[src/rtl/popcount21_unary_gen_pkg.sv]
// Shared constants, state type and helpers for the popcount21 unary generator.
// Also used by the testbench reference model (popcnt21).
package popcount_pkg;

  localparam int unsigned N_IN  = 21;
  localparam int unsigned CNT_W = 5;

  typedef enum logic {
    IDLE = 1'b0,
    EMIT = 1'b1
  } gen_state_t;

  // Clamp a requested count to the frame length.
  function automatic logic [CNT_W-1:0] sat_count(input logic [CNT_W-1:0] c);
    return (c > CNT_W'(N_IN)) ? CNT_W'(N_IN) : c;
  endfunction

  function automatic int unsigned popcnt21(input logic [N_IN-1:0] v);
    int unsigned s;
    s = 0;
    for (int unsigned i = 0; i < N_IN; i++) begin
      s += {31'd0, v[i]};
    end
    return s;
  endfunction

endpackage

[src/rtl/popcount21_unary_gen_if.sv]
// Request / serial-frame / vector bus of the popcount21 unary generator.
interface popcount21_unary_gen_if;
  import popcount_pkg::*;

  logic [CNT_W-1:0] in_count;
  logic             in_valid;
  logic             in_ready;
  logic             bit_out;
  logic             bit_valid;
  logic             bit_last;
  logic [N_IN-1:0]  vec_out;
  logic             vec_valid;
  logic             busy;

  modport master (
    output in_count, in_valid,
    input  in_ready, bit_out, bit_valid, bit_last, vec_out, vec_valid, busy
  );

  modport slave (
    input  in_count, in_valid,
    output in_ready, bit_out, bit_valid, bit_last, vec_out, vec_valid, busy
  );
endinterface

[src/rtl/popcount21_unary_gen_lfsr.sv]
// 16-bit Galois LFSR, x^16+x^14+x^13+x^11+1, advancing only while en is high.
module lfsr16_galois #(
  parameter logic [15:0] SEED = 16'hACE1
) (
  input  logic        clk,
  input  logic        rst_n,
  input  logic        en,
  output logic [15:0] state
);

  logic [15:0] state_q, state_d;

  always_comb begin
    state_d = state_q;
    if (en) begin
      state_d = {1'b0, state_q[15:1]} ^ (state_q[0] ? 16'hB400 : 16'h0000);
    end
  end

  always_ff @(posedge clk or negedge rst_n) begin
    if (!rst_n) state_q <= SEED;
    else        state_q <= state_d;
  end

  assign state = state_q;

endmodule

[src/rtl/popcount21_unary_gen.sv]
// Count-to-frame generator: emits an N_IN-bit frame with exactly min(count,N_IN) ones.
// Define POPCOUNT_UNARY_RAND_EN for LFSR selection-sampling placement; default is thermometer.
module popcount21_unary_gen
  import popcount_pkg::*;
#(
  parameter int unsigned N_IN  = 21,
  parameter int unsigned CNT_W = 5,
  parameter logic [15:0] SEED  = 16'hACE1
) (
  input logic                 clk,
  input logic                 rst_n,
  popcount21_unary_gen_if.slave bus
);

  if (N_IN != popcount_pkg::N_IN || CNT_W != popcount_pkg::CNT_W || SEED == 16'h0000) begin : g_bad_cfg
    $error("popcount21_unary_gen: unsupported parameter set");
  end

  gen_state_t        state_q, state_d;
  logic [CNT_W-1:0]  idx_q, idx_d;
  logic [CNT_W-1:0]  rem_q, rem_d;
  logic [N_IN-1:0]   sr_q, sr_d;
  logic [N_IN-1:0]   vec_q, vec_d;
  logic              vec_valid_q, vec_valid_d;

  logic emitting;
  logic last_cyc;
  logic ready;
  logic accept;
  logic b;

  assign emitting = (state_q == EMIT);
  assign last_cyc = emitting && (idx_q == CNT_W'(N_IN - 1));
  assign ready    = (state_q == IDLE) || last_cyc;
  assign accept   = bus.in_valid && ready;

`ifdef POPCOUNT_UNARY_RAND_EN
  logic [15:0]      lfsr_state;
  logic [CNT_W-1:0] n;
  logic [12:0]      prod;
  logic             unused_lfsr_hi;

  lfsr16_galois #(.SEED(SEED)) u_lfsr (
    .clk   (clk),
    .rst_n (rst_n),
    .en    (emitting),
    .state (lfsr_state)
  );

  assign n              = CNT_W'(N_IN) - idx_q;
  assign prod           = 13'(lfsr_state[7:0]) * 13'(n);
  assign unused_lfsr_hi = ^lfsr_state[15:8];

  // Selection sampling: keep a bit with probability rem/n; edge cases force exactness.
  always_comb begin
    b = 1'b0;
    if (emitting) begin
      if (rem_q == '0)      b = 1'b0;
      else if (rem_q >= n)  b = 1'b1;
      else                  b = (prod[12:8] < rem_q);
    end
  end
`else
  always_comb begin
    b = emitting && (rem_q != '0);
  end
`endif

  always_comb begin
    state_d     = state_q;
    idx_d       = idx_q;
    rem_d       = rem_q;
    sr_d        = sr_q;
    vec_d       = vec_q;
    vec_valid_d = 1'b0;
    case (state_q)
      IDLE: begin
        if (accept) begin
          state_d = EMIT;
          idx_d   = '0;
          rem_d   = sat_count(bus.in_count);
        end
      end
      EMIT: begin
        // Shift in from the top so frame bit i lands in position i after N_IN cycles.
        sr_d  = {b, sr_q[N_IN-1:1]};
        idx_d = idx_q + CNT_W'(1);
        if (b) rem_d = rem_q - CNT_W'(1);
        if (last_cyc) begin
          vec_d       = {b, sr_q[N_IN-1:1]};
          vec_valid_d = 1'b1;
          idx_d       = '0;
          if (accept) begin
            rem_d = sat_count(bus.in_count);
          end else begin
            state_d = IDLE;
          end
        end
      end
      default: state_d = IDLE;
    endcase
  end

  always_ff @(posedge clk or negedge rst_n) begin
    if (!rst_n) begin
      state_q     <= IDLE;
      idx_q       <= '0;
      rem_q       <= '0;
      sr_q        <= '0;
      vec_q       <= '0;
      vec_valid_q <= 1'b0;
    end else begin
      state_q     <= state_d;
      idx_q       <= idx_d;
      rem_q       <= rem_d;
      sr_q        <= sr_d;
      vec_q       <= vec_d;
      vec_valid_q <= vec_valid_d;
    end
  end

  assign bus.in_ready  = ready;
  assign bus.bit_out   = b;
  assign bus.bit_valid = emitting;
  assign bus.bit_last  = last_cyc;
  assign bus.busy      = emitting;
  assign bus.vec_out   = vec_q;
  assign bus.vec_valid = vec_valid_q;

endmodule

[src/flat_wrapper.sv]
// flat-port wrapper written by rule: the top's interface ports become plain ports
module popcount21_unary_gen_flat import popcount_pkg::*;
#(
  parameter int unsigned N_IN  = 21,
  parameter int unsigned CNT_W = 5,
  parameter logic [15:0] SEED  = 16'hACE1
)
  (clk, rst_n, bus_in_count, bus_in_valid, bus_in_ready, bus_bit_out, bus_bit_valid, bus_bit_last, bus_vec_out, bus_vec_valid, bus_busy);
  popcount21_unary_gen_if bus_i ();
  input logic clk;
  input logic rst_n;
  input wire logic [$bits(bus_i.in_count)-1:0] bus_in_count;
  input wire logic [$bits(bus_i.in_valid)-1:0] bus_in_valid;
  output wire logic [$bits(bus_i.in_ready)-1:0] bus_in_ready;
  output wire logic [$bits(bus_i.bit_out)-1:0] bus_bit_out;
  output wire logic [$bits(bus_i.bit_valid)-1:0] bus_bit_valid;
  output wire logic [$bits(bus_i.bit_last)-1:0] bus_bit_last;
  output wire logic [$bits(bus_i.vec_out)-1:0] bus_vec_out;
  output wire logic [$bits(bus_i.vec_valid)-1:0] bus_vec_valid;
  output wire logic [$bits(bus_i.busy)-1:0] bus_busy;
  assign bus_i.in_count = bus_in_count;
  assign bus_i.in_valid = bus_in_valid;
  assign bus_in_ready = bus_i.in_ready;
  assign bus_bit_out = bus_i.bit_out;
  assign bus_bit_valid = bus_i.bit_valid;
  assign bus_bit_last = bus_i.bit_last;
  assign bus_vec_out = bus_i.vec_out;
  assign bus_vec_valid = bus_i.vec_valid;
  assign bus_busy = bus_i.busy;
  popcount21_unary_gen #(.N_IN(N_IN), .CNT_W(CNT_W), .SEED(SEED)) u_core (.clk(clk), .rst_n(rst_n), .bus(bus_i));
endmodule
[config.mk]
export PLATFORM = sky130hd
export DESIGN_NAME = popcount21_unary_gen_flat
export DESIGN_NICKNAME = d
export VERILOG_FILES = /design/src/rtl/popcount21_unary_gen_pkg.sv /design/src/rtl/popcount21_unary_gen_if.sv /design/src/rtl/popcount21_unary_gen_lfsr.sv /design/src/rtl/popcount21_unary_gen.sv /design/src/flat_wrapper.sv
export SDC_FILE = /design/constraint.sdc
export NUM_CORES = 1
export LEC_CHECK = 0
export ABC_AREA = 1
export CAP_MARGIN = 20
export CORE_ASPECT_RATIO = 0.8
export CORE_MARGIN = 2
export CORE_UTILIZATION = 57
export CTS_BUF_LIST = sky130_fd_sc_hd__clkbuf_4 sky130_fd_sc_hd__clkbuf_8 sky130_fd_sc_hd__clkbuf_16
export DETAILED_ROUTE_END_ITERATION = 6
export GPL_ROUTABILITY_DRIVEN = 0
export MAX_ROUTING_LAYER = met4
export PLACE_DENSITY = 0.83
export SLEW_MARGIN = 20
export SYNTH_ARGS = -nofsm -noshare
export SYNTH_HDL_FRONTEND = slang
export SYNTH_HIERARCHICAL = 1
export SYNTH_SLANG_ARGS = --single-unit
[constraint.sdc]
create_clock -name clk -period 3.24 [get_ports clk]
set_clock_uncertainty 0.15 [all_clocks]
set_input_delay 0.486 -clock clk [delete_from_list [all_inputs] [get_ports clk]]
set_output_delay 0.486 -clock clk [all_outputs]
set_load 0.05 [all_outputs]
==> results of run 1 <==
==> through the flow <==
step / cells / area (µm²)
4_1_cts: 337 / 2810
3_3_place_gp: 329 / 2720
3_5_place_dp: 329 / 2720
2_1_floorplan: 246 / 2340
5_1_grt: 337 / 2810
6_report: 337 / 2810
==> synthesized netlist by cell type (all sizes together) <==
cell type and n:
a21oi 1, xnor2 2, o21ai 51, ha 3, nand2 74, nor2 7, dfrtp 53, buf 7
nand4 2, clkbuf 3, o211ai 1, nand3b 1, inv 35, nand3 6
==> power breakdown <==
group          leakage, µW  internal, µW  switching (µW)
Clock            0.0000408           161             209
Combinational     0.000676           487             934
Sequential        0.000672           932             164
==> final cells by class <==
type | instances | share of cell area (%)
clock buffer | 6 | 2.71
clock inverter | 2 | 0.534
inverter | 35 | 4.67
multi-input combinational | 148 | 28.8
sequential | 53 | 47.2
tap | 55 | 2.45
timing repair buffer | 38 | 13.7
==> per-layer routing <==
layer  wire, µm  up-vias  track usage (%)
met5          0        -                -
met1       1990      753             27.0
met2       1770       39             30.4
li1           -      845                -
met3        172        2             3.93
met4          9        0             5.26
==> placed cells by master (no fill, tap or decap), types with 2 or more instances in the layout <==
cell type,count
buf_12,2
buf_4,4
clkbuf_8,5
clkdlybuf4s50_1,31
clkinvlp_4,2
dfrtp_1,53
ha_1,3
inv_1,35
nand2_1,72
nand2_4,2
nand3_1,5
nand4_1,2
nor2_1,6
o21ai_0,27
o21ai_2,23
xnor2_1,2
==> registers in the layout (all words and copies together) (netlist names) <==
register              flops
u_core/sr_q              20
u_core/rem_q              5
u_core/bus.bit_valid      1
u_core/bus.vec_out       21
u_core/bus.vec_valid      1
u_core/idx_q              5
==> cells by family after synthesis <==
family | synth area share [%]
buffers and inverters | 8.77
AND/OR/NAND/NOR | 16.6
XOR/XNOR | 0.748
adder cells (fa/ha/maj) | 1.60
flip-flops | 56.7
AO/OA/AOI/OAI | 15.6
==> worst reg2reg max path: cells and delay by family, from the launching register on <==
kind,cells,cell delay (ns)
AND/OR/NAND/NOR,4,0.39
buffers and inverters,2,0.49
AO/OA/AOI/OAI,1,0.08
flip-flops,1,0.42
adder cells (fa/ha/maj),1,0.22
==> final timing paths <==
kind / slack [ns] / cells after the start / endpoint / start
max reg2reg: 1.42 / 8 / u_core/bus.vec_out[5]$_DFFE_PN0P_ / u_core/idx_q[0]$_DFFE_PN0P_
min reg2reg: 0.34 / 2 / u_core/bus.vec_out[18]$_DFFE_PN0P_ / u_core/bus.vec_out[18]$_DFFE_PN0P_
min: 0.06 / 1 / u_core/bus.vec_out[3]$_DFFE_PN0P_ / rst_n
min in group clk: 0.34 / 2 / u_core/bus.vec_out[18]$_DFFE_PN0P_ / u_core/bus.vec_out[18]$_DFFE_PN0P_
max: 0.38 / 5 / bus_in_ready / u_core/idx_q[0]$_DFFE_PN0P_
max in group asynchronous: 2.10 / 2 / u_core/bus.vec_out[19]$_DFFE_PN0P_ / rst_n
==> run metrics, run 1 <==
CP bufs+invs 2; Vias 1639; Pwr Density 1030 mW/mm²; grt ovf 0; clk sink count 53; Sequential Area 0.00133 mm²; syn_area_per_cell 9.52 µm²; Crit path required time 2.60 ns; Seq/Total Area, Yosys 56.7%; total leakage power 0.00139 µW; area leader, netlist dfrtp_1; Clk Latency, worst-skew pair 0.30 ns; vias in the first global route 1452; VDD IR max 0.649 mV; Detail Placement HPWL 2.76 mm; Wirelength per Cell 11.7 µm; crit path DAT 2.22 ns; Final min period 2.86 ns; Hold Crit Class input port to asynchronous set/reset pin; Slowest-stage cell, CP clkdlybuf4s50_1; final setup fails 0; initial core utilization 60.4%; number of max-cap violations 0; Max Buffers Root-to-Sink 2; Worst path top cell family by delay buffers and inverters; Crit Path Max Fanout 8; Max H-tree Level 2; worst slew pin tran 0.673 ns; Num CTS Buffers 5; post-layout util 72.5%; relative slew slack 55.1%; max incr delay on CP 0.86 ns; library cells used by synthesis 21; # rows 20; global-route wire length before repair 6.53 mm; DRC Markers 0; worst hold slack 0.0623 ns; FMAX 350 MHz; share of cells above drive strength 1 15.2%; Netlist Area Pre-Place 0.00234 mm²; top-area cell type share of the netlist area 56.7%; die width 75.7 µm; DIE AREA 0.00464 mm²; Multi-input gate area 810 µm²; Final Hold Fails 0; CP startpoint kind flip-flop; status finished clean; critical path class flip-flop to primary output; Final Max Tran Viols 0; CORE AREA 0.00388 mm²; Die Y 61.3 µm; GRT Util Overall 19.7%; io pins 35; element type at the critical path end primary output; register clock-pin slew on the reported worst setup and hold paths 0.09 ns; CTS Root Cell clkbuf_8; CTS resizes 0; Syn Inst Count 246; PnR worst setup slack 0.382 ns; Hold Buf Count CTS 0; Via density 4.86; pre-CTS setup slack 0.719 ns; synth-to-layout area growth 20.1%; worst-path cell chain inv_1, ha_1, nand3_4, o21ai_4, clkdlybuf4s50_1; Antenna Cells 0; Final TNS setup 0 ns; synth top area cells dfrtp_1, nand2_1, o21ai_2, o21ai_0, inv_1; WL final 3.94 mm; First-pass DRT Iterations 4; syn nets 257; Buffers on Ports 34; power after layout 2890 µW; pin count of the biggest net entering global routing 43; unrepaired setup endpoints after global routing false; CTS tree yes; register bit total from synthesis 53; initial antenna violation count 0; final-layout fill cell count 305; Setup Fix Bufs, Post-CTS 0; antenna violation net count after detailed routing 0; crit share post-route 88.2%; Starting DRT DRC Count 87; Final nets 292; Synth warnings 6
No activity file was read; power rests on OpenSTA's default activity.
==> run 2, diff against run 1 <==
Settings changed: HOLD_SLACK_MARGIN set to 0.02.
==> results of run 2 <==
The final DEF is identical to that of run 1; final timing and power are the same.
==> run 3, diff against run 2 <==
Settings changed: SETUP_SLACK_MARGIN set to 0.15, SLEW_MARGIN 20 to not set.
==> results of run 3 <==
The final DEF is identical to that of run 1; final timing and power are the same.
